===== config.mk =====
export PLATFORM = sky130hd
export DESIGN_NAME = mem_arbiter_flat
export DESIGN_NICKNAME = d
export VERILOG_FILES = /design/src/rtl/mem_arbiter_if.sv /design/src/rtl/mem_arbiter.sv /design/src/flat_wrapper.sv
export SDC_FILE = /design/constraint.sdc
export NUM_CORES = 1
export LEC_CHECK = 0
export CORE_UTILIZATION = 45
export CTS_CLUSTER_DIAMETER = 100
export CTS_CLUSTER_SIZE = 20
export DETAILED_ROUTE_END_ITERATION = 6
export HOLD_SLACK_MARGIN = 0.06
export PLACE_DENSITY_LB_ADDON = 0.1
export RECOVER_POWER = 100
export SLEW_MARGIN = 0
export SYNTH_ARGS = -nofsm -noshare
export SYNTH_HDL_FRONTEND = slang
export SYNTH_SLANG_ARGS = --single-unit

===== constraint.sdc =====
create_clock -name clk -period 2.45 [get_ports clk]
set_input_delay 0.6125 -clock clk [delete_from_list [all_inputs] [get_ports clk]]
set_output_delay 0.6125 -clock clk [all_outputs]
set_load 0.005 [all_outputs]

===== src/rtl/mem_arbiter_if.sv =====
// Bundle of the refill, data-access and external-memory signals around mem_arbiter.
// The arbiter uses the master modport; the surrounding core/RAM side uses slave.
interface mem_arbiter_if #(
    parameter int DATA_W     = 32,
    parameter int ADDR_W     = 32,
    parameter int LINE_WORDS = 4
) ();
    // I-cache refill path
    logic                         i_req;
    logic [ADDR_W-1:0]            i_addr;
    logic [LINE_WORDS*DATA_W-1:0] i_line;
    logic                         i_done;

    // data-memory path
    logic                         d_req;
    logic                         d_we;
    logic [ADDR_W-1:0]            d_addr;
    logic [DATA_W-1:0]            d_wdata;
    logic [DATA_W-1:0]            d_rdata;
    logic                         d_done;

    // external memory port
    logic                         mem_req;
    logic                         mem_we;
    logic [ADDR_W-1:0]            mem_addr;
    logic [DATA_W-1:0]            mem_wdata;
    logic [DATA_W-1:0]            mem_rdata;
    logic                         mem_ack;

    modport master (
        input  i_req, i_addr, d_req, d_we, d_addr, d_wdata, mem_rdata, mem_ack,
        output i_line, i_done, d_rdata, d_done, mem_req, mem_we, mem_addr, mem_wdata
    );

    modport slave (
        output i_req, i_addr, d_req, d_we, d_addr, d_wdata, mem_rdata, mem_ack,
        input  i_line, i_done, d_rdata, d_done, mem_req, mem_we, mem_addr, mem_wdata
    );
endinterface


===== src/rtl/mem_arbiter.sv =====
// Fixed-priority arbiter sharing one external memory port between I-cache line refills
// and single-word data accesses. Define MEMARB_STARVE_GUARD_EN to add the starvation guard.
module mem_arbiter #(
    parameter int DATA_W     = 32,
    parameter int ADDR_W     = 32,
    parameter int LINE_WORDS = 4,
    parameter int STARVE_MAX = 4
) (
    input  logic          clk,
    input  logic          nrst,
    mem_arbiter_if.master bus,
    output logic          busy
);
    localparam int KW = $clog2(LINE_WORDS);
    localparam int LB = KW + 2;
    localparam int LW = LINE_WORDS * DATA_W;

    typedef enum logic [1:0] {
        IDLE,
        I_BURST,
        D_ACC,
        DONE
    } state_e;

    state_e                 state_q, state_d;
    logic [KW-1:0]          k_q, k_d;
    logic [KW-1:0]          k_next;
    logic [ADDR_W-LB-1:0]   base_q, base_d;

    logic                   mem_req_q, mem_req_d;
    logic                   mem_we_q, mem_we_d;
    logic [ADDR_W-1:0]      mem_addr_q, mem_addr_d;
    logic [DATA_W-1:0]      mem_wdata_q, mem_wdata_d;
    logic [LW-1:0]          i_line_q, i_line_d;
    logic                   i_done_q, i_done_d;
    logic [DATA_W-1:0]      d_rdata_q, d_rdata_d;
    logic                   d_done_q, d_done_d;
    logic                   busy_q, busy_d;

    logic                   grant_d;
    logic                   grant_i;
    logic                   guard_trip;
    logic                   last_beat;

    // Data wins in IDLE unless the guard has tripped with a refill waiting.
    assign grant_d   = (state_q == IDLE) && bus.d_req && (!bus.i_req || !guard_trip);
    assign grant_i   = (state_q == IDLE) && bus.i_req && !grant_d;
    assign last_beat = (k_q == KW'(LINE_WORDS - 1));
    assign k_next    = k_q + 1'b1;

`ifdef MEMARB_STARVE_GUARD_EN
    localparam int SW = $clog2(STARVE_MAX + 1);

    logic [SW-1:0] starve_q, starve_d;

    assign guard_trip = (starve_q == SW'(STARVE_MAX));

    // A data grant with i_req high implies the guard is not tripped, so this saturates.
    always_comb begin
        starve_d = starve_q;
        if (state_q == IDLE) begin
            if (!bus.i_req || grant_i) begin
                starve_d = '0;
            end else if (grant_d) begin
                starve_d = starve_q + 1'b1;
            end
        end
    end

    always_ff @(posedge clk) begin
        if (!nrst) begin
            starve_q <= '0;
        end else begin
            starve_q <= starve_d;
        end
    end
`else
    assign guard_trip = 1'b0;
`endif

    // NOTE: every _d gets a default before the case so no path can infer a latch.
    always_comb begin
        state_d     = state_q;
        k_d         = k_q;
        base_d      = base_q;
        mem_req_d   = 1'b0;
        mem_we_d    = mem_we_q;
        mem_addr_d  = mem_addr_q;
        mem_wdata_d = mem_wdata_q;
        i_line_d    = i_line_q;
        i_done_d    = 1'b0;
        d_rdata_d   = d_rdata_q;
        d_done_d    = 1'b0;

        unique case (state_q)
            IDLE: begin
                if (grant_d) begin
                    state_d     = D_ACC;
                    mem_req_d   = 1'b1;
                    mem_we_d    = bus.d_we;
                    mem_addr_d  = bus.d_addr;
                    mem_wdata_d = bus.d_wdata;
                end else if (grant_i) begin
                    state_d    = I_BURST;
                    k_d        = '0;
                    base_d     = bus.i_addr[ADDR_W-1:LB];
                    mem_req_d  = 1'b1;
                    mem_we_d   = 1'b0;
                    mem_addr_d = {bus.i_addr[ADDR_W-1:LB], {KW{1'b0}}, 2'b00};
                end
            end

            D_ACC: begin
                if (bus.mem_ack) begin
                    state_d  = DONE;
                    d_done_d = 1'b1;
                    if (!mem_we_q) begin
                        d_rdata_d = bus.mem_rdata;
                    end
                end else begin
                    mem_req_d = 1'b1;
                end
            end

            I_BURST: begin
                mem_req_d = 1'b1;
                if (bus.mem_ack) begin
                    i_line_d[k_q*DATA_W +: DATA_W] = bus.mem_rdata;
                    if (last_beat) begin
                        state_d   = DONE;
                        i_done_d  = 1'b1;
                        mem_req_d = 1'b0;
                        k_d       = '0;
                    end else begin
                        k_d        = k_next;
                        mem_addr_d = {base_q, k_next, 2'b00};
                    end
                end
            end

            DONE: begin
                state_d = IDLE;
            end

            default: begin
                state_d = IDLE;
            end
        endcase

        busy_d = (state_d != IDLE);
    end

    // NOTE: state uses non-blocking assignments only; the reset is sampled on the clock edge.
    always_ff @(posedge clk) begin
        if (!nrst) begin
            state_q     <= IDLE;
            k_q         <= '0;
            base_q      <= '0;
            mem_req_q   <= 1'b0;
            mem_we_q    <= 1'b0;
            mem_addr_q  <= '0;
            mem_wdata_q <= '0;
            i_line_q    <= '0;
            i_done_q    <= 1'b0;
            d_rdata_q   <= '0;
            d_done_q    <= 1'b0;
            busy_q      <= 1'b0;
        end else begin
            state_q     <= state_d;
            k_q         <= k_d;
            base_q      <= base_d;
            mem_req_q   <= mem_req_d;
            mem_we_q    <= mem_we_d;
            mem_addr_q  <= mem_addr_d;
            mem_wdata_q <= mem_wdata_d;
            i_line_q    <= i_line_d;
            i_done_q    <= i_done_d;
            d_rdata_q   <= d_rdata_d;
            d_done_q    <= d_done_d;
            busy_q      <= busy_d;
        end
    end

    assign bus.mem_req   = mem_req_q;
    assign bus.mem_we    = mem_we_q;
    assign bus.mem_addr  = mem_addr_q;
    assign bus.mem_wdata = mem_wdata_q;
    assign bus.i_line    = i_line_q;
    assign bus.i_done    = i_done_q;
    assign bus.d_rdata   = d_rdata_q;
    assign bus.d_done    = d_done_q;
    assign busy          = busy_q;

endmodule


===== src/flat_wrapper.sv =====
// flat-port wrapper written by rule: the top's interface ports become plain ports
module mem_arbiter_flat 
#(
    parameter int DATA_W     = 32,
    parameter int ADDR_W     = 32,
    parameter int LINE_WORDS = 4,
    parameter int STARVE_MAX = 4
)
  (clk, nrst, busy, bus_i_req, bus_i_addr, bus_d_req, bus_d_we, bus_d_addr, bus_d_wdata, bus_mem_rdata, bus_mem_ack, bus_i_line, bus_i_done, bus_d_rdata, bus_d_done, bus_mem_req, bus_mem_we, bus_mem_addr, bus_mem_wdata);
  mem_arbiter_if #(.DATA_W(DATA_W), .ADDR_W(ADDR_W), .LINE_WORDS(LINE_WORDS)) bus_i ();
  input  logic clk;
  input  logic nrst;
  output logic busy;
  input wire logic [$bits(bus_i.i_req)-1:0] bus_i_req;
  input wire logic [$bits(bus_i.i_addr)-1:0] bus_i_addr;
  input wire logic [$bits(bus_i.d_req)-1:0] bus_d_req;
  input wire logic [$bits(bus_i.d_we)-1:0] bus_d_we;
  input wire logic [$bits(bus_i.d_addr)-1:0] bus_d_addr;
  input wire logic [$bits(bus_i.d_wdata)-1:0] bus_d_wdata;
  input wire logic [$bits(bus_i.mem_rdata)-1:0] bus_mem_rdata;
  input wire logic [$bits(bus_i.mem_ack)-1:0] bus_mem_ack;
  output wire logic [$bits(bus_i.i_line)-1:0] bus_i_line;
  output wire logic [$bits(bus_i.i_done)-1:0] bus_i_done;
  output wire logic [$bits(bus_i.d_rdata)-1:0] bus_d_rdata;
  output wire logic [$bits(bus_i.d_done)-1:0] bus_d_done;
  output wire logic [$bits(bus_i.mem_req)-1:0] bus_mem_req;
  output wire logic [$bits(bus_i.mem_we)-1:0] bus_mem_we;
  output wire logic [$bits(bus_i.mem_addr)-1:0] bus_mem_addr;
  output wire logic [$bits(bus_i.mem_wdata)-1:0] bus_mem_wdata;
  assign bus_i.i_req = bus_i_req;
  assign bus_i.i_addr = bus_i_addr;
  assign bus_i.d_req = bus_d_req;
  assign bus_i.d_we = bus_d_we;
  assign bus_i.d_addr = bus_d_addr;
  assign bus_i.d_wdata = bus_d_wdata;
  assign bus_i.mem_rdata = bus_mem_rdata;
  assign bus_i.mem_ack = bus_mem_ack;
  assign bus_i_line = bus_i.i_line;
  assign bus_i_done = bus_i.i_done;
  assign bus_d_rdata = bus_i.d_rdata;
  assign bus_d_done = bus_i.d_done;
  assign bus_mem_req = bus_i.mem_req;
  assign bus_mem_we = bus_i.mem_we;
  assign bus_mem_addr = bus_i.mem_addr;
  assign bus_mem_wdata = bus_i.mem_wdata;
  mem_arbiter #(.DATA_W(DATA_W), .ADDR_W(ADDR_W), .LINE_WORDS(LINE_WORDS), .STARVE_MAX(STARVE_MAX)) u_core (.clk(clk), .nrst(nrst), .bus(bus_i), .busy(busy));
endmodule

# Word level (Yosys, flattened, before mapping)
# Index checks and enable logic that the tools add are counted.
[word_totals] reg_bits=261 out_inout_bits=229
[op_classes] add_sub_neg=2 n_eq_ne=9 shifts=2 mux=27 n_bitwise=2 n_reduce_logical=17
[ops] operator="$bwmux 128" n=1
[ops] operator="$mux 32" n=4
[ops] operator="$shift 32x34->128 const A" n=1
[ops] operator="$shiftx 32x34->128" n=1
[ops] operator="$pmux 32 s2" n=1
[ops] operator="$neg 7->34" n=1
[ops] operator="$mux 2" n=9
[ops] operator="$mux 1" n=9
[ops] operator="$reduce_and 3->1" n=3
[ops] operator="$pmux 2 s4" n=1
[ops] operator="$reduce_and 2->1" n=4
[ops] operator="$reduce_and 4->1" n=2
[ops] operator="$eq 2x2->1 const B" n=3
[ops] operator="$ne 2x2->1 const B" n=3
[ops] operator="$reduce_bool 2->1" n=3
[ops] operator="$pmux 2 s2" n=1
[ops] operator="$logic_and 1x1->1" n=3
[ops] operator="$ne 3x1->1 const B" n=1
[ops] operator="$pmux 1 s3" n=1
[ops] operator="$add 2x1->2 const B" n=1
[ops] operator="$eq 2x1->1 const B" n=1
[ops] operator="$logic_not 2->1" n=1
[ops] operator="$ne 2x1->1 const B" n=1
[ops] operator="$not 1->1" n=2
[ops] operator="$logic_not 1->1" n=1

# Logic depth before layout (Yosys ltp)
[logic_depth] ltp_word=8 mapped_depth=7 ltp_nobuf=5

# Least setup slack after synthesis
# Ideal clock, no wire load.
[synth_timing] path_kind="flip-flop to flip-flop" from="register u_core.k_q[0]" to="register u_core.i_line_q[34] (netlist: u_core.bus.i_line[34])" arrival_ns=1.757 required_ns=2.380 path_slack_ns=0.622 stages_incl_launch_ff=8 n_path_buf=2 path_cell_list="dfxtp_1 inv_1 ha_1 and3b_1 clkbuf_1 clkbuf_1 nand3_1 a21oi_1"
[synth_via] elab_chain_cells=3 elab_cells_between_ends=4 cone_classes="add/sub: 1; shift: 2; mux: 1"
[synth_rtl] element="start: declaration" line_no="mem_arbiter.sv:26" text="logic [KW-1:0] k_q, k_d;"
[synth_rtl] element="start signal: assignment" line_no="mem_arbiter.sv:170" text="k_q <= k_d;"
[synth_rtl] element="$neg 7->34 *" line_no="mem_arbiter.sv:128" text="i_line_d[k_q*DATA_W +: DATA_W] = bus.mem_rdata;"
[synth_rtl] element="$shiftx 32x34->128 / $shift 32x34->128 (equally long branches)" line_no="mem_arbiter.sv:128"
[synth_rtl] element="$bwmux 128 *" line_no="mem_arbiter.sv:128"
[synth_rtl] element="end signal: assignment" line_no="mem_arbiter.sv:176" text="i_line_q <= i_line_d;"
[synth_rtl] element="end: declaration" line_no="mem_arbiter.sv:34" text="logic [LW-1:0] i_line_q, i_line_d;"
# Mark *: on every way between the ends. The rest lies on a longest branch, timed or not.
# A chain may end at the register's enable or synchronous reset.

# Final worst setup path
[layout_timing] from="register u_core.mem_we_q (netlist: u_core.bus.mem_we)" to="output bus_mem_we"
[layout_rtl] element="start: declaration" line_no="mem_arbiter.sv:31" text="logic mem_we_q, mem_we_d;"
[layout_rtl] element="start signal: assignment" line_no="mem_arbiter.sv:173" text="mem_we_q <= mem_we_d;"
[layout_rtl] element="end: declaration" line_no="flat_wrapper.sv:27" text="output wire logic [$bits(bus_i.mem_we)-1:0] bus_mem_we;"
# No word-level cell between the ends.

==> results.sh <==
export IMPL_die_w_um=154
export IMPL_crit_path_end_kind="primary output"
export IMPL_cts_buffers=17
export IMPL_area_delta_synth_final_pct=40.7
export IMPL_relSlewSlack_pct=43.8
export IMPL_cp_buffers_inverters=1
export IMPL_cap_viol_max_count=0
export IMPL_synth_area_top_cells="dfxtp_1 (50%), nand2_1 (13%), a21oi_1 (10%)"
export IMPL_outcome="finished, final reports clean"
export IMPL_final_util_pct=64.5
export IMPL_clk_path_buf_depth=3
export IMPL_grt_max_degree=126
export IMPL_crit_path_cell_trace="dlygate4sd3_1"
export IMPL_wl_per_cell_um=17.9
export IMPL_final_cell_mix="nand2_1 (351), dfxtp_1 (260), dlygate4sd3_1 (230)"
export IMPL_multi_input_area_sq_mm=0.00452
export IMPL_synth_top_area_cell="dfxtp_1"
export IMPL_max_slew_worst_pin_slew_ns=0.840
export IMPL_num_io_pins=363
export IMPL_hold_path_end="u_core.bus.i_line[75]$_SDFFE_PN0P_"
export IMPL_cpMaxStageDelayCell="dlygate4sd3_1"
export IMPL_final_hold_viol_count=0
export IMPL_cts_sinks=261
export IMPL_timing_rr_end="u_core.bus.i_line[15]$_SDFFE_PN0P_"
export IMPL_grt_usage_pct=27.5
export IMPL_rsz0062_at_grt="no"
export IMPL_synth_top_area_share_pct=50.4
export IMPL_worstHoldStart="u_core.bus.i_line[75]$_SDFFE_PN0P_"
export IMPL_min_path_cells=2
export IMPL_fin_setup_tns_ns=0
export IMPL_timing_rr_start="u_core.state_q[1]$_SDFF_PN0_"
export IMPL_crit_arrival_ns=1.52
export IMPL_crit_path_start_kind="flop"
export IMPL_synth_area_per_cell_sq_um=8.24
export IMPL_initial_core_util_pct=45.8
export IMPL_synth_async_reset_ratio_pct=0
export IMPL_htree_levels=1
export IMPL_register_area_sq_mm=0.00523
export IMPL_p_leak_nw=5.63
export IMPL_fin_worst_skew_ns=0.0151
export IMPL_crit_family="buffers and inverters"
export IMPL_grt_pass1_vias=9219
export IMPL_via_count=10100
export IMPL_port_buffers=358
export IMPL_fin_nets=1699
export IMPL_r2r_slack_ns=0.34
export IMPL_ys_types=45
export IMPL_post_dp_hpwl_um=22000
export IMPL_worstPathRequired_ns=1.84
export IMPL_critPathKind="flop to primary output"
export IMPL_synth_area_sq_mm=0.0104
export IMPL_wl_um=33100
export IMPL_syn_num_nets=1399
export IMPL_synth_cells=1259
export IMPL_cts_setup_buffers=0
export IMPL_design_die_area_sq_mm=0.0237
export IMPL_drc=0
export IMPL_p_per_area_mw_per_mm2=583
export IMPL_gr_total_overflow=0
export IMPL_fin_crit_sh_pct=87.0
export IMPL_first_iter_violations=675
export IMPL_drt_vias_per_instance=5.48
export IMPL_finalCriticalPeriod_ns=2.13
export IMPL_crit_fanout=4
export IMPL_fill_cells=1985
export IMPL_cts_root_buffer="clkbuf_16"
export IMPL_vdd_drop_max_uv=386
export IMPL_row_count=55
export IMPL_clk_pin_slew_worst_paths_ns=0.08
export IMPL_crit_path_max_incr_delay_ns=0.64
export IMPL_yosys_most_used_dff="dfxtp_1"
export IMPL_rr_worst_depth=5
export IMPL_synth_seq_cells=261
export IMPL_core_sq_mm=0.0226
export IMPL_synth_warnings=0
export IMPL_grt_antenna_before_repair=1
export IMPL_slew_violations=0
export IMPL_cts_resized=0
export IMPL_drt_first_pass_iters=5
export IMPL_setup_viol=0
export IMPL_die_y_um=154
export IMPL_synth_edf_count=0
export IMPL_clock_latency_ns=0.49
export IMPL_final_common_cell="nand2_1"
export IMPL_grt_pass1_wl_um=52400
export IMPL_hold_path_class="flop to flop"
export IMPL_holdBufCountCts=0
export IMPL_routabilityCongestion=0.812
export IMPL_drive_gt1_share_pct=6.93
export IMPL_tritoncts="yes"
export IMPL_max_freq_ghz=0.469
export IMPL_ys_seq_area_share_pct=50.4
export IMPL_ant_nets=0
metal layers:
layer  part of all wire [%]  global-route usage (%)
met1                     42                    36.2
met5                      0                       0
met2                     48                    45.3
met3                    7.4                    5.83
met4                    2.6                    7.76
metrics by stage:
| step | instances | hold WS [ns] | cell area [sq um] | worst slack (ns) | total power [mW] |
|---|---|---|---|---|---|
| 2_1_floorplan | 1259 | 0.432 | 10400 | 0.622 | 5.23 |
| 6_report | 1845 | 0.447 | 14600 | 0.319 | 8.51 |
| 3_5_place_dp | 1825 | 0.442 | 14200 | 0.0559 | 5.95 |
| 3_3_place_gp | 1825 | 0.436 | 14200 | 0.0908 | 5.94 |
| 4_1_cts | 1844 | 0.454 | 14600 | 0.348 | 8.64 |
| 5_1_grt | 1845 | 0.466 | 14600 | 0.169 | 8.86 |
registers in the layout (all words and copies together) (netlist names):
register / flops
u_core.bus.mem_wdata: 32
u_core.bus.d_done: 1
u_core.base_q: 28
u_core.busy: 1
u_core.bus.i_done: 1
u_core.bus.i_line: 128
u_core.k_q: 2
u_core.state_q: 2
u_core.bus.mem_addr: 32
u_core.bus.mem_we: 1
u_core.bus.d_rdata: 32
u_core.bus.mem_req: 1
where the power goes:
group,switching (mW),internal (mW)
registers,0.0977,4.41
clock network,1.44,1.27
logic,0.640,0.647
logic make-up after synthesis:
| logic type | synth area share, % |
|---|---|
| buffers and inverters | 6.17 |
| AOI/OAI and AO/OA | 16.9 |
| DFF | 50.4 |
| adders and majority gates | 0.723 |
| muxes | 0.193 |
| and+or+nand+nor | 25.7 |
how the worst max path moves through the flow:
| stage | from | end | slack, ns | cells after the start |
|---|---|---|---|---|
| after floorplan | u_core.k_q[0]$_SDFFE_PN0P_ | u_core.bus.i_line[34]$_SDFFE_PN0P_ | 0.62 | 7 |
| after global placement | bus_d_req | u_core.bus.mem_addr[30]$_SDFFE_PN0P_ | 0.09 | 4 |
| after detailed placement | bus_d_req | u_core.bus.mem_addr[15]$_SDFFE_PN0P_ | 0.06 | 4 |
| after CTS | u_core.bus.mem_we$_SDFFE_PN0P_ | bus_mem_we | 0.35 | 1 |
| after global routing | u_core.state_q[1]$_SDFF_PN0_ | u_core.bus.i_line[115]$_SDFFE_PN0P_ | 0.17 | 5 |
| final | u_core.bus.mem_we$_SDFFE_PN0P_ | bus_mem_we | 0.32 | 1 |
Yosys cell counts, types with 2 or more instances:
master / instances
a21oi_1: 212
a21oi_2: 13
a22oi_1: 2
and4b_1: 4
buf_2: 49
buf_4: 6
buf_6: 13
clkbuf_1: 49
dfxtp_1: 261
ha_1: 6
inv_1: 4
mux2i_1: 2
nand2_1: 351
nand2b_1: 28
nand3_1: 131
nand3b_1: 2
nand4b_1: 4
nand4bb_1: 2
nor2_1: 3
nor2b_1: 3
nor3b_2: 3
o2111ai_1: 2
o211ai_1: 2
o21ai_0: 2
o21bai_1: 2
o221ai_1: 28
o22ai_1: 28
o31ai_1: 2
or3b_2: 29
final cells by class:
type	instances	area share, %
multi-input cells	876	31.0
repair buffers	399	27.5
diodes	1	0.0171
clock inverters	1	0.137
inverters	4	0.137
clock buffers	18	2.94
flip-flops and latches	261	35.8
well taps	285	2.44
tightest hold or removal path: stages, from the launching register on:
cell	delay (ns)
dfxtp_1	0.31
nand2_1	0.05
a21oi_1	0.05
Note: power is estimated with default switching activity, not from simulation.
==> edit 1: new RTL, config.mk and constraints unchanged <==
Build with the macro `MEMARB_STARVE_GUARD_EN` defined.
--- a/src/rtl/mem_arbiter.sv
+++ b/src/rtl/mem_arbiter.sv
@@ -1,5 +1,7 @@
 // Fixed-priority arbiter sharing one external memory port between I-cache line refills
 // and single-word data accesses. Define MEMARB_STARVE_GUARD_EN to add the starvation guard.
+`define MEMARB_STARVE_GUARD_EN
+
 module mem_arbiter #(
     parameter int DATA_W     = 32,
     parameter int ADDR_W     = 32,
Check against the original RTL: no difference found for any inputs over 4 cycles, from zero or initial values and one cycle with nrst low; that may be too few to reach the edited logic, so the function may still have changed.
==> edit 1 against the original RTL <==
Design area grew 4.1%; area after synthesis grew 4.1%; power grew 2.8%; sequential cell count grew 3; sequential power grew 2%; wire length grew 2.9%; setup slack lost 0.095 ns; global-route usage shrank 0.26 points; critical endpoint is now u_core.bus.mem_addr[30]$_SDFFE_PN0P_; largest power group unchanged.
==> edit 1: results (changes against the original RTL) <==
Run status
  – Status: finished clean

Placed design
  – Post-DP HPWL: 22.6 mm (+2.8%)
  – Setup WS pre-CTS: 0.175 ns (+0.119 ns)
  – Gpl congestion: 0.803 (-1.1%)

Setup path
  – Reg2reg end: u_core.bus.i_line[88]$_SDFFE_PN0P_
  – Worst Setup SP: bus_d_req
  – Critical path arrival: 2.60 ns (+1.08 ns)
  – R2R setup slack: 0.31 ns (-0.03 ns)
  – Reg2reg start: u_core.k_q[0]$_SDFFE_PN0P_
  – Crit path max fanout: 41 (+37)

Power and ir drop
  – Worst IR Drop VDD: 0.000594 V (+54%)
  – Tot Pwr: 8.74 mW (+2.8%)
  – Sw Ratio: 0.262 (+0.00595)
  – Clk pwr share: 0.311 (-0.008)

Worst hold path
  – Hold Startpoint: u_core.bus.i_line[16]$_SDFFE_PN0P_

GRT
  – GRT Util Overall: 0.272 (-0.00258)
  – Antenna violations before repair: 0 (-1)
  – Number of global-route vias before repair: 9666 (+4.8%)
  – Largest net degree at the start of global routing: 81 (-36%)

Logic synthesis
  – Post-synthesis cell type count: 39 (-13%)
  – Synth top cells by count: nand2_1, dfxtp_1, a21boi_1, nand3_1, clkbuf_1
  – Area contributors post-synth: dfxtp_1, a21boi_1, nand2_1
  – Mux cell area share after synthesis: 0 (-0.00193)

Routing
  – Vias/cell: 5.46 (-0.42%)
  – Drt initial violations: 637 (-5.6%)
  – WL final: 34.1 mm (+2.9%)

STA
  – Hold Slack: 0.451 ns (+0.00382 ns)
  – Post-Route Skew: 0.0235 ns (+0.00831 ns)
  – Actual slew at the worst max-slew pin: 0.880 ns (+0.0397 ns)

Layout
  – Layout fillers: 2086 (+5.1%)
==> edit 1: cell families after synthesis <==
kind of cell / after synthesis
AND/OR/NAND/NOR: 516
buffers and inverters: 126
AO/OA/AOI/OAI: 359
flip-flops: 264
adder cells (fa/ha/maj): 8
==> edit 1: final cells by class <==
type                    count  area (um2)  share of cell area
multi-input cells         883        4970               0.328
well taps                 319         399              0.0263
clock inverters             1        16.3             0.00107
repair buffers            400        4070               0.268
clock buffers              17         425              0.0280
inverters                   5        18.8             0.00124
flip-flops and latches    264        5290               0.348
diodes                      1        2.50            0.000165
==> edit 1: critical path, delay by kind of cell <==
family	cells	cell delay (ns)
AOI/OAI and AO/OA	1	0.21
buffers and inverters	3	1.45
and+or+nand+nor	2	0.32
==> edit 1: routing by layer <==
layer | routed length [um] | track usage | part of all wire
met1 | 14100 | 0.344 | 0.41
met2 | 15700 | 0.444 | 0.46
met3 | 3150 | 0.0796 | 0.093
met4 | 1100 | 0.0878 | 0.032
met5 | 0 | 0 | 0
==> edit 2: new RTL, same flow settings <==
Without the edit above. Encoding of `state_e`: now one-hot (4 bits for 4 states).
--- a/src/rtl/mem_arbiter.sv
+++ b/src/rtl/mem_arbiter.sv
@@ -15,11 +15,11 @@
     localparam int LB = KW + 2;
     localparam int LW = LINE_WORDS * DATA_W;
 
-    typedef enum logic [1:0] {
-        IDLE,
-        I_BURST,
-        D_ACC,
-        DONE
+    typedef enum logic [3:0] {
+        IDLE    = 4'b0001,
+        I_BURST = 4'b0010,
+        D_ACC   = 4'b0100,
+        DONE    = 4'b1000
     } state_e;
 
     state_e                 state_q, state_d;
Formal check against the unedited RTL: same outputs for any inputs over 4 cycles, from zero or initial values and one cycle with nrst low; so few cycles prove little.
==> edit 2 against the original RTL <==
The flow now finishes with violations (DRC); register-to-register slack got worse by 0.04 ns; design area fell by 1.4%; critical path depth rose by 6; setup slack got worse by 0.049 ns; die area fell by 2.4%; area after synthesis fell by 2.5%; sequential power rose by 5.8%; combinational power rose by 66%; wire length rose by 0.73%; power rose by 13%; global-route usage rose by 0.52 points; sequential cell count rose by 2; sequential share of layout area rose by 0.79 points; cell count fell by 0.27%; critical endpoint is now u_core.bus.d_rdata[13]$_SDFFE_PN0P_; largest cell class unchanged; largest power group unchanged.
==> edit 2: results (changes against the original RTL) <==
Power and ir drop
  – Worst IR Drop VDD: 0.000484 V (+26%)
  – Comb pwr: 2.14 mW (+66%)

Routing
  – WL met1: 13.4 mm (-3.6%)
  – WL per Instance: 18.1 um (+1.0%)
  – WL met3: 2.90 mm (+18%)
  – Number of detailed-route iterations in the first pass: 7 (+2)
  – Drt initial violations: 885 (+31%)
  – Vias/cell: 5.47 (-0.15%)
  – Wire length on met2: 16.1 mm (+1.7%)
  – Drt drc: 50 (+50)

Setup path
  – WS Path Type: input port to register
  – Crit path max fanout: 32 (+28)
  – CP max stage delay: 0.53 ns (-0.11 ns)
  – R2R setup slack: 0.30 ns (-0.04 ns)
  – CP endpoint: u_core.bus.d_rdata[13]$_SDFFE_PN0P_
  – Reg2reg start: u_core.state_q[0]$_SDFF_PN1_
  – Worst Setup SP: bus_mem_ack
  – Reg2reg end: u_core.bus.mem_addr[4]$_SDFFE_PN0P_
  – Slowest stage cell, crit path: clkdlybuf4s50_1

Run status
  – Failing checks: DRC
  – Status: finished with violations

Logic synthesis
  – Synth Register Bits: 263 (+0.77%)
  – Synth top cells by count: nand2_1, dfxtp_1, a21oi_1, nand3_1, clkbuf_1
  – Syn nets: 1395 (-0.29%)
  – Avg Inst Size Synth: 8.06 um2 (-2.1%)
  – Post-synthesis cell type count: 41 (-8.9%)
  – Sequential element share of the synthesized area: 0.520 (+0.0167)
  – Compound-Gate Fraction of Synth Area: 0.166 (-0.00242)
  – Area contributors post-synth: dfxtp_1, nand2_1, a21oi_1

Layout
  – Layout fillers: 1957 (-1.4%)
  – Layout clock area frac: 0.0310 (+0.000189)
  – Layout Nets: 1700 (+0.059%)
  – Number of clock buffers in the layout: 17 (-1)
  – Fraction of layout cells with a size suffix above 1: 0.0449 (-0.0244)
  – Seq/total area: 0.366 (+0.00793)
  – Multi-input logic portion of the cell area: 0.298 (-0.0113)
  – Multi-input gate count: 877 (+0.11%)

GRT
  – Largest net degree at the start of global routing: 105 (-17%)
  – GRT Util Overall: 0.280 (+0.00522)
  – Met1 global-route usage: 0.348 (-0.0144)
  – Met2 Usage GRT: 0.479 (+0.0267)
  – Met3 Resource Use GR: 0.0625 (+0.00412)
  – Number of global-route vias before repair: 9252 (+0.36%)

STA
  – Post-Route Skew: 0.0230 ns (+0.00781 ns)
  – Actual slew at the worst max-slew pin: 0.650 ns (-0.190 ns)
  – Hold Slack: 0.448 ns (+0.000984 ns)

Placed design
  – Post-DP HPWL: 21.9 mm (-0.15%)
  – Gpl congestion: 0.819 (+0.90%)
  – IO Port Bufs: 358 (unchanged)
  – Area after DPL: 14000 um2 (-1.3%)

Worst hold path
  – Hold Startpoint: u_core.bus.i_line[64]$_SDFFE_PN0P_
-- edit 2: cell types whose count changed after synthesis, moves of 26 or more --
| cell | before | now |
|---|---|---|
| nor2_1 | 3 | 37 |
| and3_1 | 0 | 32 |
| or3b_2 | 29 | 0 |
| a211oi_1 | 0 | 28 |
| nand2b_1 | 28 | 0 |
| o221ai_1 | 28 | 0 |
| o22ai_1 | 28 | 0 |
| o31ai_1 | 2 | 28 |
-- edit 2: stage by stage --
stage / worst slack (ns) / power, mW / cells
floorplan: 0.558 / 5.99 / 1255
global placement: 0.0901 / 7.13 / 1821
detailed placement: 0.0243 / 7.16 / 1821
CTS: 0.308 / 9.85 / 1839
global route: 0.155 / 10.1 / 1840
finish: 0.270 / 9.64 / 1840
-- edit 2: critical path, delay by kind of cell --
| family | cells | cell delay, ns |
|---|---|---|
| buffers and inverters | 3 | 1.07 |
| and+or+nand+nor | 3 | 0.78 |
| AOI/OAI and AO/OA | 1 | 0.12 |
